### config.mk
export PLATFORM = sky130hd
export DESIGN_NAME = rom_dl_scheduler
export DESIGN_NICKNAME = d
export VERILOG_FILES = /design/src/rtl/rom_dl_scheduler.sv
export SDC_FILE = /design/constraint.sdc
export NUM_CORES = 1
export LEC_CHECK = 0
export BUFFER_PORTS_ARGS = -buffer_cell sky130_fd_sc_hd__buf_2
export CORE_MARGIN = 8
export CORE_UTILIZATION = 45
export CTS_CLUSTER_DIAMETER = 40
export DETAILED_ROUTE_END_ITERATION = 8
export PLACE_DENSITY_LB_ADDON = 0.15
export SYNTH_ARGS = -nofsm -noshare
export SYNTH_HDL_FRONTEND = slang
export SYNTH_SLANG_ARGS = --single-unit
### constraint.sdc
create_clock -name clk_sys -period 16.4 [get_ports clk_sys]
set_input_delay 4.1 -clock clk_sys [delete_from_list [all_inputs] [get_ports clk_sys]]
set_output_delay 4.1 -clock clk_sys [all_outputs]
set_load 0.05 [all_outputs]
### src/rtl/rom_dl_scheduler.sv
// ROM download scheduler: buffers ioctl byte writes, dispatches them to SDRAM
// ports 1/2 (toggle handshake) or the PROM bus, and derives rom_loaded/core_reset.
module rom_dl_scheduler #(
  parameter logic [24:0] SP_BASE    = 25'h30000,
  parameter logic [24:0] PROM_BASE  = 25'hA0000,
  parameter int          FIFO_DEPTH = 4,
  parameter int          RST_CNT_W  = 16
) (
  input  logic        clk_sys,
  input  logic        reset,
  input  logic        ioctl_downl,
  input  logic [7:0]  ioctl_index,
  input  logic        ioctl_wr,
  input  logic [24:0] ioctl_addr,
  input  logic [7:0]  ioctl_dout,
  output logic        port1_req,
  input  logic        port1_ack,
  output logic [22:0] port1_a,
  output logic [1:0]  port1_ds,
  output logic [15:0] port1_d,
  output logic        port2_req,
  input  logic        port2_ack,
  output logic [22:0] port2_a,
  output logic [1:0]  port2_ds,
  output logic [15:0] port2_d,
  output logic [11:0] prom_addr,
  output logic [7:0]  prom_data,
  output logic        prom_wr,
  input  logic        user_reset,
  output logic        busy,
  output logic        overflow,
  output logic        rom_loaded,
  output logic        core_reset
);

  localparam int AW = $clog2(FIFO_DEPTH);

  typedef enum logic [1:0] {IDLE, ISSUE, WAIT} state_t;

  typedef struct packed {
    logic [24:0] addr;
    logic [7:0]  data;
  } dl_entry_t;

  // ---------------- capture FIFO ----------------
  dl_entry_t   mem_q [FIFO_DEPTH];
  logic [AW:0] wr_ptr_q, wr_ptr_d, rd_ptr_q, rd_ptr_d;
  logic        wr_prev_q, downl_prev_q;
  logic        fifo_empty, fifo_full, wr_edge, dl_start, push, pop;
  state_t      state_q, state_d;

  assign fifo_empty = (wr_ptr_q == rd_ptr_q);
  assign fifo_full  = (wr_ptr_q[AW] != rd_ptr_q[AW]) &&
                      (wr_ptr_q[AW-1:0] == rd_ptr_q[AW-1:0]);
  assign wr_edge    = ioctl_wr & ~wr_prev_q & ioctl_downl;
  assign dl_start   = ioctl_downl & ~downl_prev_q;
  // A full FIFO drops the write even if a pop happens in the same cycle.
  assign push       = wr_edge & ~fifo_full;
  assign pop        = (state_q == IDLE) & ~fifo_empty;

  always_comb begin
    wr_ptr_d = wr_ptr_q + (AW+1)'(push);
    rd_ptr_d = rd_ptr_q + (AW+1)'(pop);
  end

  always_ff @(posedge clk_sys) begin
    if (push) mem_q[wr_ptr_q[AW-1:0]] <= '{addr: ioctl_addr, data: ioctl_dout};
  end

  // ---------------- dispatcher ----------------
  dl_entry_t   hold_q, hold_d;
  logic        p2_act_q, p2_act_d;
  logic        port1_req_q, port1_req_d, port2_req_q, port2_req_d;
  logic [22:0] port1_a_q, port1_a_d, port2_a_q, port2_a_d;
  logic [1:0]  port1_ds_q, port1_ds_d, port2_ds_q, port2_ds_d;
  logic [15:0] port1_d_q, port1_d_d, port2_d_q, port2_d_d;
  logic [11:0] prom_addr_q, prom_addr_d;
  logic [7:0]  prom_data_q, prom_data_d;
  logic        prom_wr_q, prom_wr_d;
  logic [23:0] sp_off;
  logic [11:0] prom_off;

  // Only the low bits of each offset are consumed, so subtract in that width.
  assign sp_off   = hold_q.addr[23:0] - SP_BASE[23:0];
  assign prom_off = hold_q.addr[11:0] - PROM_BASE[11:0];

  always_comb begin
    state_d     = state_q;
    hold_d      = hold_q;
    p2_act_d    = p2_act_q;
    port1_req_d = port1_req_q;
    port1_a_d   = port1_a_q;
    port1_ds_d  = port1_ds_q;
    port1_d_d   = port1_d_q;
    port2_req_d = port2_req_q;
    port2_a_d   = port2_a_q;
    port2_ds_d  = port2_ds_q;
    port2_d_d   = port2_d_q;
    prom_addr_d = prom_addr_q;
    prom_data_d = prom_data_q;
    prom_wr_d   = 1'b0;
    case (state_q)
      IDLE: begin
        if (pop) begin
          hold_d  = mem_q[rd_ptr_q[AW-1:0]];
          state_d = ISSUE;
        end
      end
      ISSUE: begin
        if (hold_q.addr >= PROM_BASE) begin
          prom_addr_d = prom_off;
          prom_data_d = hold_q.data;
          prom_wr_d   = 1'b1;
          state_d     = IDLE;
        end else begin
          port1_a_d   = hold_q.addr[23:1];
          port1_ds_d  = {hold_q.addr[0], ~hold_q.addr[0]};
          port1_d_d   = {2{hold_q.data}};
          port1_req_d = ~port1_req_q;
          p2_act_d    = 1'b0;
          if (hold_q.addr >= SP_BASE) begin
            port2_a_d   = sp_off[23:1];
            port2_ds_d  = {sp_off[0], ~sp_off[0]};
            port2_d_d   = {2{hold_q.data}};
            port2_req_d = ~port2_req_q;
            p2_act_d    = 1'b1;
          end
          state_d = WAIT;
        end
      end
      WAIT: begin
        if ((port1_ack == port1_req_q) && (!p2_act_q || (port2_ack == port2_req_q)))
          state_d = IDLE;
      end
      default: state_d = IDLE;
    endcase
  end

  // ---------------- status and reset stretch ----------------
  logic                 overflow_q, overflow_d;
  logic                 rom_loaded_q, rom_loaded_d;
  logic                 core_reset_q, core_reset_d;
  logic [RST_CNT_W-1:0] rst_cnt_q, rst_cnt_d;

  assign busy = ~fifo_empty | (state_q != IDLE);

  always_comb begin
    overflow_d = overflow_q;
    if (dl_start) overflow_d = 1'b0;
    if (wr_edge && fifo_full) overflow_d = 1'b1;

    rom_loaded_d = rom_loaded_q;
    if (dl_start && (ioctl_index == 8'd0)) rom_loaded_d = 1'b0;
    else if (!ioctl_downl && !busy)         rom_loaded_d = 1'b1;

    if (user_reset || !rom_loaded_q) rst_cnt_d = '1;
    else if (rst_cnt_q != '0)        rst_cnt_d = rst_cnt_q - 1'b1;
    else                             rst_cnt_d = rst_cnt_q;
    // Registered from the next count so assertion shows one cycle after the cause.
    core_reset_d = (rst_cnt_d != '0);
  end

  always_ff @(posedge clk_sys or posedge reset) begin
    if (reset) begin
      wr_ptr_q     <= '0;
      rd_ptr_q     <= '0;
      wr_prev_q    <= 1'b0;
      downl_prev_q <= 1'b0;
      state_q      <= IDLE;
      hold_q       <= '0;
      p2_act_q     <= 1'b0;
      port1_req_q  <= 1'b0;
      port1_a_q    <= '0;
      port1_ds_q   <= '0;
      port1_d_q    <= '0;
      port2_req_q  <= 1'b0;
      port2_a_q    <= '0;
      port2_ds_q   <= '0;
      port2_d_q    <= '0;
      prom_addr_q  <= '0;
      prom_data_q  <= '0;
      prom_wr_q    <= 1'b0;
      overflow_q   <= 1'b0;
      rom_loaded_q <= 1'b1;
      core_reset_q <= 1'b1;
      rst_cnt_q    <= '1;
    end else begin
      wr_ptr_q     <= wr_ptr_d;
      rd_ptr_q     <= rd_ptr_d;
      wr_prev_q    <= ioctl_wr;
      downl_prev_q <= ioctl_downl;
      state_q      <= state_d;
      hold_q       <= hold_d;
      p2_act_q     <= p2_act_d;
      port1_req_q  <= port1_req_d;
      port1_a_q    <= port1_a_d;
      port1_ds_q   <= port1_ds_d;
      port1_d_q    <= port1_d_d;
      port2_req_q  <= port2_req_d;
      port2_a_q    <= port2_a_d;
      port2_ds_q   <= port2_ds_d;
      port2_d_q    <= port2_d_d;
      prom_addr_q  <= prom_addr_d;
      prom_data_q  <= prom_data_d;
      prom_wr_q    <= prom_wr_d;
      overflow_q   <= overflow_d;
      rom_loaded_q <= rom_loaded_d;
      core_reset_q <= core_reset_d;
      rst_cnt_q    <= rst_cnt_d;
    end
  end

  assign port1_req  = port1_req_q;
  assign port1_a    = port1_a_q;
  assign port1_ds   = port1_ds_q;
  assign port1_d    = port1_d_q;
  assign port2_req  = port2_req_q;
  assign port2_a    = port2_a_q;
  assign port2_ds   = port2_ds_q;
  assign port2_d    = port2_d_q;
  assign prom_addr  = prom_addr_q;
  assign prom_data  = prom_data_q;
  assign prom_wr    = prom_wr_q;
  assign overflow   = overflow_q;
  assign rom_loaded = rom_loaded_q;
  assign core_reset = core_reset_q;

endmodule

==> results of run 1 <==
-- layout make-up --
class	count	area share (%)
flip-flops and latches	284	58.0
inverters	7	0.233
clock buffers	49	7.94
repair buffers	165	6.32
diodes	2	0.0373
well taps	324	3.02
clock inverters	21	1.30
multi-input cells	416	23.1
-- worst max-delay path, delay by kind of cell (launching register included) --
kind | cells | cell delay [ns]
DFF | 1 | 0.97
buffers and inverters | 1 | 0.23
and+or+nand+nor | 3 | 0.38
xor gates and xnor gates | 1 | 0.22
-- flip-flops by register name, summed over array words and instances (netlist names), 12 cells and up --
name / cells
hold_q: 33
prom_addr: 12
mem_q: 132
port2_a: 23
port1_a: 23
rst_cnt_q: 16
-- layer usage --
layer	up-vias	routed length, um
met2	192	11700
li1	3017	-
met3	37	1410
met5	-	0
met4	0	442
met1	3240	10500
-- path summary, 6_finish.rpt --
path / to / cells past startpoint
min in group asynchronous: port1_a[9]$_DFFE_PP0P_ / 2
worst max register to register: port2_a[20]$_DFFE_PP0P_ / 7
max in group asynchronous: rd_ptr_q[0]$_DFF_PP0_ / 3
worst min-delay path: overflow$_DFFE_PP0P_ / 1
worst min register to register: overflow$_DFFE_PP0P_ / 1
worst max-delay path: busy / 5
-- power groups by stage --
stage                     combinational, uW  clock [uW]  sequential, uW
after floorplan                         498           0            1380
after global placement                 1020           0            1100
after detailed placement               1030           0            1100
after CTS                              1030         805            1090
after global routing                   1090         836            1110
final                                  1010         786            1080
-- kinds of logic after synthesis --
| logic type | count (synthesis) |
|---|---|
| compound gates | 40 |
| xor+xnor | 16 |
| fa+ha+maj | 7 |
| buf+inv | 51 |
| flops | 284 |
| mux | 88 |
| simple gates | 265 |
-- cell usage in the layout (no fill, tap or decap), types with 5 or more instances in the layout --
master and n:
sky130_fd_sc_hd__xor2_1 7, sky130_fd_sc_hd__nand2_1 183, sky130_fd_sc_hd__nor3_1 10, sky130_fd_sc_hd__ha_1 7, sky130_fd_sc_hd__inv_1 6, sky130_fd_sc_hd__dfstp_2 18
sky130_fd_sc_hd__nand3_1 6, sky130_fd_sc_hd__xnor2_1 9, sky130_fd_sc_hd__edfxtp_1 132, sky130_fd_sc_hd__nor2_1 17, sky130_fd_sc_hd__clkbuf_1 7, sky130_fd_sc_hd__buf_4 9
sky130_fd_sc_hd__clkinv_4 8, sky130_fd_sc_hd__dfrtp_1 132, sky130_fd_sc_hd__buf_2 156, sky130_fd_sc_hd__mux4_2 33, sky130_fd_sc_hd__a21oi_1 5, sky130_fd_sc_hd__o21a_1 6
sky130_fd_sc_hd__mux2_2 54, sky130_fd_sc_hd__nand2b_1 6, sky130_fd_sc_hd__clkbuf_16 41, sky130_fd_sc_hd__o21ai_0 11
-- stage by stage --
step	hold WS (ns)	instance area, um2	total power, uW	cells	setup slack (ns)
2_1_floorplan	0.430	11100	1870	751	8.24
3_3_place_gp	0.458	12200	2120	1196	10.30
3_5_place_dp	0.449	12200	2130	1196	10.26
4_1_cts	0.466	13400	2920	1266	9.93
5_1_grt	0.491	13400	3030	1268	9.82
6_report	0.464	13400	2880	1268	9.99
==> metrics.sh, run 1 <==
RUN_STATUS='complete, no violations'
DP_HPWL_MM=15.6
TRITONCTS_NUM_SINKS=284
HOLD_START='wr_prev_q$_DFF_PP0_'
OVERFLOW=0
SYNTH_TOP_FAMILY_BY_AREA='multiplexers'
SYNTH_ENABLE_FLOP_CELLS=132
FIRST_PASS_ITERS=4
FINISH.NET_COUNT=967
CPMAXSTAGEDELAYCELL='sky130_fd_sc_hd__dfrtp_2'
LAYOUT_MIN_CYCLE_TIME_NS=6.41
YOSYS.AREA.TOP_TYPE_SHARE_PCT=35.6
GRT_PASS1_WL_MM=39.2
GRT_SETUP_UNREPAIRED='no'
IOPINCOUNT=157
TYPE_OF_THE_SETUP_PATH_WITH_THE_LEAST_SLACK='reg2out'
POWER.SHARE.SWITCHING_PCT=39.2
VDD_IR_DROP_MAX_mV=0.126
DRT_VIA_DENSITY=5.12
TOP_CELLS_BY_COUNT_SYNTH='sky130_fd_sc_hd__nand2_1, sky130_fd_sc_hd__dfrtp_1, sky130_fd_sc_hd__edfxtp_1, sky130_fd_sc_hd__mux2_2, sky130_fd_sc_hd__mux4_2'
HOLD_VIOL_FINAL=0
GR-MAX-USAGE-LAYER='met2'
WORSTSETUPSTARTPOINT='rd_ptr_q[1]$_DFF_PP0_'
POSTSYNTHAREAPERCELL_UM2=14.8
SYNTH-SEQ-AREA-SHARE_PCT=70.0
GRT_USE_MET2_PCT=27.3
SYN2LAYOUT_AREA_GROWTH_PCT=20.7
YOSYS.AREA.TOP_TYPE='sky130_fd_sc_hd__edfxtp_1'
GLOBAL_ROUTE.USAGE.MET3_PCT=3.88
DIE_X_UM=173
SYNTH_AREA_IN_SIMPLE_GATES_PCT=10.7
FP.COREAREA_UM2=24300
DRCVIOLATIONCOUNT=0
CTS-BUFFERS-INSERTED=38
CPPEAKSTAGEDELAY_NS=0.97
FINALCRITPERIODSHARE_PCT=39.1
ROUTED_WIRE_LENGTH_PER_INSTANCE_UM=19.0
SHARE_SEQ_OF_TOTAL_POWER_PCT=37.6
DETAIL-ROUTE-ANTENNA-NETS=0
MAXCAPVIOLATIONS=0
SYNTH.FF_LATCH_COUNT=284
YOSYS_WARN_COUNT=0
FLOORPLAN.INITIALDENSITY_PCT=45.7
SYNTH_COMPOUND_AREA_SHARE_PCT=2.62
ASYNC_RESET_FF_SHARE_PCT=53.5
ROUTE.VIAS.TOTAL=6486
TIMING.CRITICAL_PATH.TO_TYPE='primary output'
CRITPATHARRIVALTIME_NS=2.31
CRITPATHLAUNCHTYPE='register'
GR-USAGE-MET1_PCT=20.5
YS_DOMINANT_REG_CELL='sky130_fd_sc_hd__dfrtp_1'
PWR-SHARE-COMB_PCT=35.2
AREA_OCCUPIED_BY_MULTI_INPUT_GATES_UM2=3100
TIMING.CRITICAL_PATH.MODE_CELL='sky130_fd_sc_hd__nand2_1'
POSTSYNTHNETCOUNT=806
DIE_H_UM=173
POST_SYNTH_XOR_AREA_FRACTION_PCT=1.26
POWER_FRAC_CLOCK_PCT=27.3
CRIT-REG2REG-LAUNCH='hold_q[28]$_DFFE_PP0P_'
MIN-DELAY-PATH-CLASS='reg2reg'
PATH_CLK_SLEW_NS=0.05
SYNTHTOPCELLSBYAREA='sky130_fd_sc_hd__edfxtp_1, sky130_fd_sc_hd__dfrtp_1, sky130_fd_sc_hd__mux4_2, sky130_fd_sc_hd__nand2_1, sky130_fd_sc_hd__mux2_2'
MAXIMUM_ACHIEVABLE_FREQUENCY_MHz=156
POST_SYNTH_FA_HA_MAJ_AREA_FRACTION_PCT=0.787
POST_ROUTE_CELLS_DRIVE_ABOVE_1_SHARE_PCT=37.4
TRITONCTS='built'
PIN_COUNT_OF_THE_BIGGEST_NET_ENTERING_GLOBAL_ROUTING=84
HOLD_BUFFERS=0
CTS_RESIZED=0
ANTENNA_FOUND_INITIAL=2
FIRST_ITER_VIOLATIONS=416
SYNTH_MOST_COMMON_CELL='sky130_fd_sc_hd__nand2_1'
POWERDENSITY_nW_PER_UM2=215
POSTSYNTHCELLCOUNT=751
FIN_TNS_SETUP_NS=0
CLK_LATENCY_NS=0.51
SYNTHESIS.AREA_UM2=11100
ROUTED_WIRELENGTH_MM=24.1
LEAKAGE_uW=0.00565
CTS-HTREE-LEVELS=2
GRT_PASS1_VIAS=7026
FILLER_CELL_COUNT=2020
CLOCKBUFFERDEPTH=3
PORT-BUFFER-COUNT=156
CRITICAL_PATH.MAX_FANOUT=35
GLOBAL_ROUTE.USAGE.TOTAL_PCT=16.3
SYNTH_MUX_AREA_SHARE_PCT=12.2
WORSTMARGINPINSLEW_NS=1.07
SWITCHING_POWER_uW=1130
CLOCK_SKEW_NS=0.00959
YOSYSUNIQUECELLTYPES=56
CTS_ROOT_BUF='sky130_fd_sc_hd__clkbuf_16'
SEQCELLAREA_UM2=7790
MAX_SLEW_MARGIN_PCT=28.6
FINISH.UTILIZATION_PCT=55.2
TIMING.CRITICAL_PATH.CELLS='xnor2_1 > nand2_1 > nor2_1 > nand2_1 > buf_2'
GP_CONGESTION=0.786
CORE.ROWCOUNT=57
SETUP_VIOL=0
DIE_AREA_UM2=30000
TIMING.REG2REG.SETUP_SLACK_NS=13.02
REPORT.FINAL.SLEW_VIOL_COUNT=0
TIMING.CRITICAL_PATH.REQUIRED_NS=12.30
PINT_uW=1750
CTS.REPAIR_TIMING.SETUP_BUFFER_COUNT=0
Power figures use the tool's default switching activity.
==> run 2, diff against run 1 <==
ABC_AREA = 1   (was default)
clock period = 5.9 ns   (was 16.4 ns; I/O delays follow)
==> metrics.sh, run 2 <==
HOLD_START='port1_a[20]$_DFFE_PP0P_'
TIMING.REG2REG.SETUP_SLACK_NS=3.30  # -9.72 ns
LAYOUT.CELL_AREA.NON_FILLER_UM2=13400  # about the same
TIMING.CRITICAL_PATH.CELLS='buf_4 > xnor2_1 > nand3_1 > nor3_1 > inv_1 > buf_2'
TOP_CELLS_BY_COUNT_SYNTH='sky130_fd_sc_hd__nand2_1, sky130_fd_sc_hd__o21ai_0, sky130_fd_sc_hd__nor2_1, sky130_fd_sc_hd__dfrtp_1, sky130_fd_sc_hd__edfxtp_1'
WORST_R2R_PATH_DEPTH=7  # unchanged
POSTSYNTHAREAPERCELL_UM2=11.0  # -26%
HOLD_BUFFERS=0  # unchanged
LAYOUT.CELLS.MOST_COMMON='sky130_fd_sc_hd__nand2_1'
MAXIMUM_ACHIEVABLE_FREQUENCY_MHz=272
TIMING.CRITICAL_PATH.REQUIRED_NS=4.43  # -7.87 ns
RUN_STATUS='complete, no violations'
LAYOUT_MIN_CYCLE_TIME_NS=3.68
CLK_LATENCY_NS=0.51  # about the same
CTS-HTREE-LEVELS=2  # unchanged
GRT_SETUP_UNREPAIRED='no'
SYNTHESIS.AREA_UM2=11300  # +1.5%
YOSYS.AREA.TOP_TYPE_SHARE_PCT=35.1  # -0.51 points
WORSTSETUPSTARTPOINT='rd_ptr_q[0]$_DFF_PP0_'
SYNTH.FF_LATCH_COUNT=284  # unchanged
GLOBAL_ROUTE.USAGE.TOTAL_PCT=16.8  # +0.52 points
MIN-DELAY-PATH-CLASS='reg2reg'
POWERDENSITY_nW_PER_UM2=548  # +150%
FIRST_ITER_VIOLATIONS=467  # +12%
CPMAXSTAGEDELAYCELL='sky130_fd_sc_hd__buf_4'
ANTENNA_FOUND_INITIAL=0  # -2
LEAKAGE_uW=0.00588  # +4.0%
REPORT.FINAL.SLEW_VIOL_COUNT=0  # unchanged
FIRST_PASS_ITERS=5  # +1
CTS-BUFFERS-INSERTED=36  # -5.3%
MIN_DELAY_WORST_ENDPOINT='port1_a[20]$_DFFE_PP0P_'
HOLD-PATH-CELL-COUNT=2  # +1
ROUTED_WIRELENGTH_MM=25.4  # +5.7%
WORSTMARGINPINSLEW_NS=1.11  # +0.0434 ns
TRITONCTS='built'
VDD_IR_DROP_MAX_mV=0.287  # +130%
DRCVIOLATIONCOUNT=0  # unchanged
HOLD_VIOL_FINAL=0  # unchanged
DIE_X_UM=174  # +0.66%
GP_CONGESTION=0.885  # +13%
IOPINCOUNT=157  # unchanged
SYNTHTOPCELLSBYAREA='sky130_fd_sc_hd__edfxtp_1, sky130_fd_sc_hd__dfrtp_1, sky130_fd_sc_hd__nand2_1, sky130_fd_sc_hd__o21ai_0, sky130_fd_sc_hd__nor2_1'
FINAL_CELL_COUNT_WITHOUT_FILLERS=1526  # +20%
POST_ROUTE_CELLS_DRIVE_ABOVE_1_SHARE_PCT=22.2  # -15 points
TIMING.CRITICAL_PATH.TO_TYPE='primary output'
TRITONCTS_NUM_SINKS=284  # unchanged
REGTOREGENDPOINT='hold_q[3]$_DFFE_PP0P_'
FP.COREAREA_UM2=24900  # +2.4%
CTS.REPAIR_TIMING.SETUP_BUFFER_COUNT=0  # unchanged
DP_HPWL_MM=16.8  # +8.1%
DETAIL-ROUTE-ANTENNA-NETS=0  # unchanged
CLOCK_SKEW_NS=0.0162  # +0.00665 ns
SYNTH-SEQ-AREA-SHARE_PCT=69.0  # -1.0 points
ANTENNA_CELLS=0  # -2
ROUTED_WIRE_LENGTH_PER_INSTANCE_UM=16.7  # -12%
CRITICAL_PATH.MAX_FANOUT=69  # +97%
TYPE_OF_THE_SETUP_PATH_WITH_THE_LEAST_SLACK='reg2out'
CRITPATHLAUNCHTYPE='register'
MAXCAPVIOLATIONS=0  # unchanged
FINISH.UTILIZATION_PCT=54.0  # -1.2 points
MAX_SLEW_MARGIN_PCT=25.7  # -2.8 points
DRT_VIA_DENSITY=4.96  # -3.0%
DIE_H_UM=174  # +0.66%
SYN2LAYOUT_AREA_GROWTH_PCT=19.0
POSTSYNTHNETCOUNT=1079  # +34%
ROUTE.VIAS.TOTAL=7571  # +17%
GRT_PASS1_VIAS=7550  # +7.5%
CTS_ROOT_BUF='sky130_fd_sc_hd__clkbuf_16'
PORT-BUFFER-COUNT=156  # unchanged
FINALCRITPERIODSHARE_PCT=62.4
CTS_RESIZED=0  # unchanged
PLACEDINSTANCEAREA_UM2=12200  # +0.41%
FINISH.NET_COUNT=1223  # +26%
YS_DOMINANT_REG_CELL='sky130_fd_sc_hd__dfrtp_1'
PIN_COUNT_OF_THE_BIGGEST_NET_ENTERING_GLOBAL_ROUTING=70  # -17%
YOSYS.AREA.TOP_TYPE='sky130_fd_sc_hd__edfxtp_1'
FIN_TNS_SETUP_NS=0  # unchanged
CORE.ROWCOUNT=58  # +1.8%
SETUP_VIOL=0  # unchanged
CLOCKBUFFERDEPTH=3  # unchanged
YOSYS_WARN_COUNT=0  # unchanged
CRIT-REG2REG-LAUNCH='rd_ptr_q[0]$_DFF_PP0_'
SYNTH_MOST_COMMON_CELL='sky130_fd_sc_hd__nand2_1'
PLACE.DETAILED.INSTANCES=1460  # +22%
FLOORPLAN.INITIALDENSITY_PCT=45.3  # -0.40 points
MOST-COMMON-LAYOUT-CELLS='sky130_fd_sc_hd__nand2_1, sky130_fd_sc_hd__buf_2, sky130_fd_sc_hd__o21ai_0'
FINAL.HOLD.WORST_SLACK_NS=0.462  # -0.00222 ns
CRITPATHARRIVALTIME_NS=2.21  # -0.10 ns
FILLER_CELL_COUNT=2177  # +7.8%
DIE_AREA_UM2=30400  # +1.3%
ASYNC_RESET_FF_SHARE_PCT=53.5  # unchanged
YOSYSUNIQUECELLTYPES=37  # -34%
POSTSYNTHCELLCOUNT=1024  # +36%
CPPEAKSTAGEDELAY_NS=0.51  # -0.46 ns
LARGEST_REG_FLOPS=132  # unchanged
SYNTH_ENABLE_FLOP_CELLS=132  # unchanged
OVERFLOW=0  # unchanged
GRT_PASS1_WL_MM=41.2  # +5.1%
PATH_CLK_SLEW_NS=0.05  # about the same
-- run 2: per-layer routing --
metal	track usage, %	share of wire, %	routed length [um]	vias up
met1	23.1	47	11900	3600
li1	-	-	-	3724
met3	4.36	6.9	1750	31
met4	4.38	1.6	403	0
met5	0	0	0	-
met2	26.1	45	11400	216
-- run 2: cell type report --
class / count / area [um2] / share of cell area, %
Sequential cell: 284 / 7790 / 58.0
Inverter: 72 / 278 / 2.07
Timing Repair Buffer: 167 / 863 / 6.43
Clock buffer: 44 / 962 / 7.16
Multi-Input combinational cell: 607 / 2890 / 21.5
Clock inverter: 22 / 241 / 1.80
Tap cell: 330 / 413 / 3.07
-- run 2: cells by family after synthesis --
group                    share of synthesized area [%]
AND/OR/NAND/NOR                                   13.3
flip-flops                                        69.0
AO/OA/AOI/OAI                                     10.0
buffers and inverters                             5.60
XOR/XNOR                                          1.24
adder cells (fa/ha/maj)                          0.776
-- run 2: report_power, final --
| group | internal (uW) | switching, uW |
|---|---|---|
| Sequential | 2490 | 215 |
| Clock | 1350 | 818 |
| Combinational | 589 | 1890 |
| Total | 4430 | 2930 |
-- run 2: metrics by stage --
step | setup WS (ns) | power, uW
2_1_floorplan | 0.362 | 4590
3_3_place_gp | 2.75 | 5210
3_5_place_dp | 2.70 | 5250
4_1_cts | 2.16 | 7450
5_1_grt | 2.03 | 7790
6_report | 2.22 | 7360
-- run 2: worst max-delay path by stage --
stage,endpoint,slack (ns),depth (start not counted)
after floorplan,downl_prev_q$_DFF_PP0_,0.36,1
after global placement,busy,2.75,6
after detailed placement,busy,2.70,6
after CTS,busy,2.16,6
after global routing,busy,2.03,6
final,busy,2.22,6
-- run 2: worst max-delay path: cells and delay by family, from the launching register on --
| kind | cells | cell delay, ns |
|---|---|---|
| buffers and inverters | 3 | 0.82 |
| XOR/XNOR | 1 | 0.23 |
| flip-flops | 1 | 0.34 |
| AND/OR/NAND/NOR | 2 | 0.31 |
==> run 3, diff against run 2 <==
clock period = 3.5 ns   (was 5.9 ns; I/O delays follow)
==> metrics.sh, run 3 (synthesis gave the netlist of run 2 again) <==
ANTENNA_FOUND_INITIAL=0  # unchanged
REPORT.FINAL.SLEW_VIOL_COUNT=0  # unchanged
MAXIMUM_ACHIEVABLE_FREQUENCY_MHz=374
FP.COREAREA_UM2=24900  # unchanged
CRITPATHLAUNCHTYPE='register'
TIMING.CRITICAL_PATH.TO_TYPE='primary output'
VDD_IR_DROP_MAX_mV=0.561  # +96%
TYPE_OF_THE_SETUP_PATH_WITH_THE_LEAST_SLACK='reg2out'
ANTENNA_CELLS=0  # unchanged
CPMAXSTAGEDELAYCELL='sky130_fd_sc_hd__dfrtp_1'
GLOBAL_ROUTE.USAGE.TOTAL_PCT=17.1  # +0.28 points
CLOCKBUFFERDEPTH=3  # unchanged
HOLD_VIOL_FINAL=0  # unchanged
DETAIL-ROUTE-ANTENNA-NETS=0  # unchanged
FINALCRITPERIODSHARE_PCT=76.5
FINISH.NET_COUNT=1232  # +0.74%
CTS-HTREE-LEVELS=2  # unchanged
RUN_STATUS='complete, no violations'
SYN2LAYOUT_AREA_GROWTH_PCT=20.3
CTS_ROOT_BUF='sky130_fd_sc_hd__clkbuf_16'
ROUTE.VIAS.TOTAL=7592  # +0.28%
CPPEAKSTAGEDELAY_NS=0.45  # -0.06 ns
CRIT-REG2REG-LAUNCH='hold_q[24]$_DFFE_PP0P_'
CRITICAL_PATH.MAX_FANOUT=5  # -93%
CTS.REPAIR_TIMING.SETUP_BUFFER_COUNT=0  # unchanged
DRCVIOLATIONCOUNT=0  # unchanged
PATH_CLK_SLEW_NS=0.05  # about the same
SETUP_VIOL=0  # unchanged
ROUTED_WIRE_LENGTH_PER_INSTANCE_UM=16.9  # +1.4%
IOPINCOUNT=157  # unchanged
DIE_AREA_UM2=30400  # unchanged
FILLER_CELL_COUNT=2201  # +1.1%
AREA_OCCUPIED_BY_MULTI_INPUT_GATES_UM2=2890  # unchanged
MAXCAPVIOLATIONS=0  # unchanged
SEQCELLAREA_UM2=7790  # unchanged
FLOORPLAN.INITIALDENSITY_PCT=45.3  # unchanged
CLK_LATENCY_NS=0.52  # about the same
PIN_COUNT_OF_THE_BIGGEST_NET_ENTERING_GLOBAL_ROUTING=83  # +19%
CLOCK_SKEW_NS=0.0128  # -0.00342 ns
DP_HPWL_MM=16.9  # about the same
TIMING.CRITICAL_PATH.CELLS='xnor2_1 > nand3_1 > nor3_1 > inv_1 > buf_2'
GRT_PASS1_WL_MM=41.8  # +1.3%
GRT_PASS1_VIAS=7478  # -0.95%
OVERFLOW=0  # unchanged
GRT_SETUP_UNREPAIRED='no'
CRITICAL_PATH_BUFFERS_AND_INVERTERS=2  # -1
PWR_TOTAL_uW=12700  # +72%
WORSTSETUPSTARTPOINT='wr_ptr_q[0]$_DFF_PP0_'
LAYOUT_MIN_CYCLE_TIME_NS=2.68
DIE_X_UM=174  # unchanged
TRITONCTS='built'
LEAKAGE_uW=0.00594  # +1.0%
MAX_SLEW_MARGIN_PCT=30.0  # +4.3 points
LARGEST_REG_FLOPS=132  # unchanged
FIRST_ITER_VIOLATIONS=557  # +19%
PLACEDINSTANCEAREA_UM2=12300  # +0.40%
DRT_VIA_DENSITY=4.93  # -0.57%
TRITONCTS_NUM_SINKS=284  # unchanged
ROUTED_WIRELENGTH_MM=26.0  # +2.3%
POWERDENSITY_nW_PER_UM2=932  # +70%
LAYOUT.CELL_AREA.NON_FILLER_UM2=13600  # +1.1%
CTS_RESIZED=0  # unchanged
GP_CONGESTION=0.892  # +0.72%
FINISH.UTILIZATION_PCT=54.6  # +0.59 points
POST_ROUTE_CELLS_DRIVE_ABOVE_1_SHARE_PCT=23.2  # +1.0 points
CTS-BUFFERS-INSERTED=40  # +11%
TIMING.CRITICAL_PATH.REQUIRED_NS=2.62  # -1.81 ns
MIN-DELAY-PATH-CLASS='in2async'
PORT-BUFFER-COUNT=156  # unchanged
CORE.ROWCOUNT=58  # unchanged
MOST-COMMON-LAYOUT-CELLS='sky130_fd_sc_hd__nand2_1, sky130_fd_sc_hd__buf_2, sky130_fd_sc_hd__o21ai_0'
LAYOUT.CELLS.MOST_COMMON='sky130_fd_sc_hd__nand2_1'
PATH_DELAY_FAMILY='flip-flops'
WORSTMARGINPINSLEW_NS=1.05  # -0.0630 ns
FIRST_PASS_ITERS=5  # unchanged
HOLD_BUFFERS=0  # unchanged
CRITPATHARRIVALTIME_NS=1.80  # -0.41 ns
DIE_H_UM=174  # unchanged
==> run 3: cell count changes in the layout (fill, tap and decap cells not counted), sizes merged <==
cell,change
buf,+5
bufinv,-2
clkbuf,+5
clkinvlp,+5
==> run 3: final cells by class <==
| cell class | instances | area share [%] |
|---|---|---|
| clock inverters | 25 | 1.73 |
| multi-input cells | 607 | 21.2 |
| inverters | 72 | 2.04 |
| repair buffers | 172 | 6.73 |
| flip-flops and latches | 284 | 57.4 |
| well taps | 330 | 3.04 |
| clock buffers | 49 | 7.85 |
==> run 3: worst reg2reg max path, stage by stage, from the launching register on <==
cell                      delay [ns]
sky130_fd_sc_hd__dfrtp_1        0.49
sky130_fd_sc_hd__ha_1           0.23
sky130_fd_sc_hd__inv_1          0.06
sky130_fd_sc_hd__nor3_1         0.22
sky130_fd_sc_hd__nand3_1        0.12
sky130_fd_sc_hd__nand2_1        0.20
sky130_fd_sc_hd__nand2_4        0.38
sky130_fd_sc_hd__o21ai_0        0.35
==> run 3: where the power goes <==
group,switching [uW],internal [uW]
sequential,374,4190
clock,1490,2360
combinational,3220,1010
==> run 3: routing by layer <==
metal | vias to the layer above | GRT usage, % | wire length (um)
met1 | 3580 | 24.1 | 12300
met3 | 42 | 4.21 | 1700
li1 | 3744 | - | -
met5 | - | 0 | 0
met4 | 0 | 5.17 | 500
met2 | 226 | 25.6 | 11500
==> run 3: path summary, 6_finish.rpt <==
path	to	slack, ns	cells after the start
max in group asynchronous	rst_cnt_q[4]$_DFF_PP1_	2.27	3
worst max register to register	port2_a[6]$_DFFE_PP0P_	1.35	7
min in group clk_sys	port1_a[21]$_DFFE_PP0P_	0.46	2
worst min register to register	port1_a[21]$_DFFE_PP0P_	0.46	2
worst max-delay path	busy	0.82	5
worst min-delay path	port1_a[8]$_DFFE_PP0P_	0.41	2
==> run 3: stage by stage <==
stage,setup slack (ns),hold WS (ns),std cells,setup TNS [ns]
6_report,0.823,0.413,1539,0
5_1_grt,0.714,0.442,1539,0
4_1_cts,0.781,0.408,1539,0
3_5_place_dp,1.12,0.449,1465,0
3_3_place_gp,1.14,0.443,1465,0
2_1_floorplan,-0.382,0.449,1024,-50.40
